## config.mk

```make
export PLATFORM = sky130hd
export DESIGN_NAME = id_operand_fwd_unit
export DESIGN_NICKNAME = d
export VERILOG_FILES = /design/src/rtl/id_operand_fwd_unit.sv
export SDC_FILE = /design/constraint.sdc
export NUM_CORES = 1
export LEC_CHECK = 0
export ABC_CLOCK_PERIOD_IN_PS = 5100
export CAP_MARGIN = 20
export CORE_AREA = 2 2 170 172
export CTS_CLUSTER_DIAMETER = 40
export CTS_CLUSTER_SIZE = 8
export DETAILED_ROUTE_END_ITERATION = 12
export DIE_AREA = 0 0 172 174
export HOLD_SLACK_MARGIN = 0.1
export PLACE_DENSITY_LB_ADDON = 0.08
export SYNTH_ARGS = -nofsm -noshare
export SYNTH_HDL_FRONTEND = slang
export SYNTH_SLANG_ARGS = --single-unit
```

## constraint.sdc

```tcl
create_clock -name clk -period 5.1 [get_ports clk]
set_input_delay 1.53 -clock clk [delete_from_list [all_inputs] [get_ports clk]]
set_output_delay 1.53 -clock clk [all_outputs]
set_load 0.005 [all_outputs]
```

## src/rtl/id_operand_fwd_unit.sv

```systemverilog
// Decode-stage pipeline register with operand forwarding from NSTG downstream stages.
// Stalls only on a matching producer whose result is not final; resolved operands are captured while ID is held.
module id_operand_fwd_unit #(
    parameter int DW   = 32,
    parameter int AW   = 5,
    parameter int NSTG = 3,
    parameter int PL_W = 64
) (
    input  logic                 clk,
    input  logic                 reset,
    input  logic                 flush,
    input  logic                 in_valid,
    output logic                 in_allow,
    input  logic [PL_W-1:0]      in_payload,
    output logic                 out_valid,
    input  logic                 out_allow,
    output logic [PL_W-1:0]      id_payload,
    input  logic                 re1,
    input  logic                 re2,
    input  logic [AW-1:0]        raddr1,
    input  logic [AW-1:0]        raddr2,
    output logic [AW-1:0]        rf_raddr1,
    output logic [AW-1:0]        rf_raddr2,
    input  logic [DW-1:0]        rf_rdata1,
    input  logic [DW-1:0]        rf_rdata2,
    input  logic [NSTG-1:0]      fwd_valid,
    input  logic [NSTG-1:0]      fwd_we,
    input  logic [NSTG*AW-1:0]   fwd_waddr,
    input  logic [NSTG*DW-1:0]   fwd_data,
    input  logic [NSTG-1:0]      fwd_ready,
    output logic [DW-1:0]        src1_data,
    output logic [DW-1:0]        src2_data,
    output logic                 stall,
    output logic [31:0]          stall_cycles
);

    typedef struct packed {
        logic          res;
        logic [DW-1:0] dat;
    } opnd_t;

    // Youngest matching writer wins, even when its result is not final yet.
    function automatic opnd_t resolve(
        input logic              re,
        input logic [AW-1:0]     ra,
        input logic              cv,
        input logic [DW-1:0]     cd,
        input logic [DW-1:0]     rd,
        input logic [NSTG-1:0]   fv,
        input logic [NSTG-1:0]   fwe,
        input logic [NSTG-1:0]   frdy,
        input logic [NSTG*AW-1:0] fa,
        input logic [NSTG*DW-1:0] fd
    );
        opnd_t o;
        logic  hit;
        o.res = 1'b1;
        o.dat = rd;
        hit   = 1'b0;
        if (!re || ra == '0) begin
            o.dat = '0;
        end else if (cv) begin
            o.dat = cd;
        end else begin
            for (int i = 0; i < NSTG; i++) begin
                if (!hit && fv[i] && fwe[i] && fa[i*AW +: AW] == ra) begin
                    hit   = 1'b1;
                    o.dat = fd[i*DW +: DW];
                    o.res = frdy[i];
                end
            end
        end
        return o;
    endfunction

    logic            id_valid_q,     id_valid_d;
    logic [PL_W-1:0] id_payload_q,   id_payload_d;
    logic            cap_v1_q,       cap_v1_d;
    logic            cap_v2_q,       cap_v2_d;
    logic [DW-1:0]   cap_d1_q,       cap_d1_d;
    logic [DW-1:0]   cap_d2_q,       cap_d2_d;
    logic [31:0]     stall_cycles_q, stall_cycles_d;

    opnd_t op1, op2;
    logic  out_fire;
    logic  accept;

    always_comb begin
        op1 = resolve(re1, raddr1, cap_v1_q, cap_d1_q, rf_rdata1,
                      fwd_valid, fwd_we, fwd_ready, fwd_waddr, fwd_data);
        op2 = resolve(re2, raddr2, cap_v2_q, cap_d2_q, rf_rdata2,
                      fwd_valid, fwd_we, fwd_ready, fwd_waddr, fwd_data);
    end

    assign stall        = id_valid_q & ~(op1.res & op2.res);
    assign out_valid    = id_valid_q & ~stall;
    assign out_fire     = out_valid & out_allow;
    assign in_allow     = ~id_valid_q | out_fire;
    assign accept       = in_valid & in_allow;
    assign id_payload   = id_payload_q;
    assign rf_raddr1    = raddr1;
    assign rf_raddr2    = raddr2;
    assign src1_data    = op1.dat;
    assign src2_data    = op2.dat;
    assign stall_cycles = stall_cycles_q;

    always_comb begin
        id_valid_d     = id_valid_q;
        id_payload_d   = id_payload_q;
        cap_v1_d       = cap_v1_q;
        cap_v2_d       = cap_v2_q;
        cap_d1_d       = cap_d1_q;
        cap_d2_d       = cap_d2_q;
        stall_cycles_d = stall_cycles_q;

        if (flush) begin
            id_valid_d = 1'b0;
            cap_v1_d   = 1'b0;
            cap_v2_d   = 1'b0;
        end else if (accept) begin
            id_payload_d = in_payload;
            id_valid_d   = 1'b1;
            cap_v1_d     = 1'b0;
            cap_v2_d     = 1'b0;
        end else if (out_fire) begin
            id_valid_d = 1'b0;
        end

        // Hold each resolved source so a producer retiring during the hold is not lost.
        if (id_valid_q && !out_fire && !flush) begin
            if (!cap_v1_q && op1.res) begin
                cap_v1_d = 1'b1;
                cap_d1_d = op1.dat;
            end
            if (!cap_v2_q && op2.res) begin
                cap_v2_d = 1'b1;
                cap_d2_d = op2.dat;
            end
        end

        if (stall && stall_cycles_q != 32'hFFFF_FFFF)
            stall_cycles_d = stall_cycles_q + 32'd1;
    end

    always_ff @(posedge clk) begin
        if (reset) begin
            id_valid_q     <= 1'b0;
            id_payload_q   <= '0;
            cap_v1_q       <= 1'b0;
            cap_v2_q       <= 1'b0;
            cap_d1_q       <= '0;
            cap_d2_q       <= '0;
            stall_cycles_q <= '0;
        end else begin
            id_valid_q     <= id_valid_d;
            id_payload_q   <= id_payload_d;
            cap_v1_q       <= cap_v1_d;
            cap_v2_q       <= cap_v2_d;
            cap_d1_q       <= cap_d1_d;
            cap_d2_q       <= cap_d2_d;
            stall_cycles_q <= stall_cycles_d;
        end
    end

endmodule
```

==> results.ini <==
[global_route]
overflow = 0
first_global_vias = 12355
antenna_found_initial = 8
grt_pass1_wl_mm = 70.56
grt_use_total_pct = 30.40
grt_max_degree = 80

[timing]
finalHoldViolCount = 0
timing.fmax_ghz = 0.1967
relSlewSlack_pct = 24.82
period_needed_ns = 5.084
setup_tns_ns = 0
skew_ns = 0.01615
post-route-period-util_pct = 99.69
rsz0062_at_grt = yes
setup_viol = 0
slew_violations = 0
worst_slew_pin_slew_ns = 1.128

[run]
cap_violations = 0

[critical_path]
required_ns = 3.57
r2r_slack_ns = 1.94
slowest_stage = or3_4
crit_top_cell = buf_12
reg2reg_to = stall_cycles[28]
setup.worst_path.end_class = output pin
critPathKind = in -> out
critPathArrivalTime_ns = 3.55
cp_top_family = simple AND/OR/NAND/NOR gates
r2r_start = stall_cycles[9]
crit_buf_inv = 5
worstRegToRegCells = 8
crit_fanout = 6
critical_path.max_stage_delay_ns = 0.40
startpoint_type = primary input
critical_path.cell_chain = buf_8 > xor2_2 > or3_4 > or2_4 > buf_12 > buf_12 > a311o_1 > a221oi_2 > buf_4 > buf_6

[finish]
stdcell_count = 2201
final_layout_size_suffix_gt1_share_pct = 27.65
final_nets = 2061
area_growth_pct = 74.44
fillCellCount = 2478
fin_area_mm2 = 0.01782

[synth]
avgSynthCellArea_um2 = 7.962
netlist.area_leader.share_pct = 31.95
synth_seq_cells = 163
syn_area_mm2 = 0.01021
synthDistinctLibCells = 62
yosys_warnings = 0
ys.flop_type = dfxtp_1
syn-instance-count = 1283
synth-edff-count = 0
ys_top_cells_by_count = 163 x dfxtp_1, 136 x nand2_1, 106 x clkbuf_1, 93 x mux2i_1, 83 x nand3_1
synth_seq_area_share_pct = 31.95
yosysTopAreaCell = dfxtp_1
syn_nets = 1549
async_reset_ff_share_pct = 0
yosysMostFrequentCell = dfxtp_1
synth_area_leaders = dfxtp_1 32%, mux2i_1 9.1%, nand2_1 5.0%

[floorplanning]
start_util_pct = 36.18
ios = 438
die-area_mm2 = 0.02993
rows = 62
dieWidth_um = 172
core-area_mm2 = 0.02824
die_height_um = 174

[power_and_ir_drop]
peakVddDrop_v = 0.0001710
power.density_mw_per_mm2 = 206.5
leakage_nw = 6.677
power_w = 0.003679

[status]
status = finished clean

[cts]
cts.clk_slew.worst_paths_ns = 0.07
h-tree-depth = 4
ctsLongestPathBuffers = 2
cts-root-buf = clkbuf_16
cts_tree = built
insertion_delay_ns = 0.45
numCtsBuffers = 17
clock-sinks = 163

[hold_path]
hold_path.class = reg -> reg
min_to = id_payload[30]
hold_start = id_payload[30]
worstHoldPathCells = 2

[place]
gp_congestion = 0.9180
hpwl_mm = 32.17
io_buffers = 437
dp_cells = 2097
place_area_mm2 = 0.01564

[detailed_routing]
ant_nets = 0
drcViolationCount = 0
wl_per_cell_um = 21.75
num_vias = 12448
routed_wl_mm = 47.88
via_per_inst = 5.656
drt_iter0_markers = 1010
drtPass1Iterations = 7

sequential cells by signal, summed over array words and instances (netlist names):
signal        flops
cap_v2_q          1
cap_v1_q          1
id_payload       64
cap_d1_q         32
cap_d2_q         32
id_valid_q        1
stall_cycles     32
through the flow:
stage | worst slack, ns | hold slack, ns | util [%]
after floorplan | 0.3256 | 0.4335 | -
after global placement | -0.8220 | 0.4417 | 55.39
after detailed placement | -0.7976 | 0.4457 | 55.39
after CTS | -0.06628 | 0.4589 | 61.34
after global routing | -0.07049 | 0.4721 | 63.08
final | 0.01556 | 0.4562 | 63.10
kinds of logic (layout without fill, tap and decap cells):
group / count (synthesis) / in the layout / share of synthesized area [%]
AND/OR/NAND/NOR: 450 / 450 / 21.50
AO/OA/AOI/OAI: 348 / 348 / 25.02
buffers and inverters: 180 / 705 / 7.741
flip-flops: 163 / 163 / 31.95
multiplexers: 111 / 111 / 11.10
XOR/XNOR: 30 / 30 / 2.572
adder cells (fa/ha/maj): 1 / 1 / 0.1225
other: 0 / 9 / 0
cells in the final DEF, fill, tap and decap left out, types with 18 or more instances in the layout:
cell | Yosys | layout
a211oi_4 | 0 | 21
a21oi_1 | 70 | 62
a221oi_2 | 0 | 30
a22o_1 | 31 | 31
a311o_1 | 30 | 30
buf_12 | 0 | 20
buf_2 | 11 | 43
buf_4 | 13 | 144
buf_6 | 7 | 20
clkbuf_16 | 0 | 21
clkbuf_2 | 0 | 32
clkdlybuf4s50_1 | 0 | 340
dfxtp_1 | 163 | 161
inv_1 | 42 | 42
mux2i_1 | 93 | 93
nand2_1 | 136 | 133
nand2b_1 | 32 | 32
nand3_1 | 83 | 79
nand4_1 | 18 | 18
nor2_1 | 64 | 34
nor2b_1 | 18 | 18
nor3_1 | 51 | 49
o21ai_0 | 55 | 55
o311ai_1 | 7 | 28
final cells by class:
| type | instances | area [um^2] | area share (%) |
|---|---|---|---|
| clock buffer | 18 | 439.2 | 2.465 |
| multi-input combinational | 940 | 7259 | 40.74 |
| antenna | 9 | 22.52 | 0.1264 |
| clock inverter | 14 | 211.5 | 1.187 |
| inverter | 43 | 163.9 | 0.9199 |
| tap | 384 | 480.5 | 2.696 |
| sequential | 163 | 3266 | 18.33 |
| timing repair buffer | 630 | 5976 | 33.54 |
worst reg2reg max path, cell delays in order (launching register included):
cell	delay (ns)
dfxtp_1	0.45
and4_1	0.34
nand4_1	0.22
nor3_1	0.31
nand4_1	0.58
buf_4	0.43
nand3_1	0.30
nor4_1	0.10
mux2_1	0.32
repair_timing:
| action | CTS | global route |
|---|---|---|
| setup buffers | 43 | 12 |
| hold buffers | 0 | 0 |
| cloned | 7 | 4 |
| setup endpoints to repair | 67 | 65 |
| gates resized for setup | 377 | 216 |
| pin swaps | 45 | 46 |
report_power, final:
group | internal, W | total, W | leakage, nW | switching, W
clock | 0.000851 | 0.00146 | 0.322 | 0.000607
sequential | 0.00130 | 0.00132 | 1.32 | 0.0000186
combinational | 0.000492 | 0.000899 | 5.03 | 0.000408
total | 0.00265 | 0.00368 | 6.68 | 0.00103
how the worst max path moves through the flow:
stage / slack, ns / cells past startpoint / startpoint / end
6_report: 0.02 / 10 / fwd_waddr[7] / src2_data[24]
5_1_grt: -0.07 / 12 / raddr1[0] / src1_data[18]
4_1_cts: -0.07 / 9 / fwd_waddr[8] / src2_data[23]
3_5_place_dp: -0.80 / 8 / raddr2[0] / src2_data[23]
3_3_place_gp: -0.82 / 9 / raddr2[0] / src2_data[18]
2_1_floorplan: 0.33 / 8 / raddr2[2] / src2_data[0]
layer usage:
metal,track usage [%],vias up,routed length [um]
li1,-,5759,-
met1,35.74,5963,18900
met2,52.11,599,23040
met3,7.582,127,3961
met4,13.17,0,1972
met5,0,-,0
No activity file was read; power rests on OpenSTA's default activity.
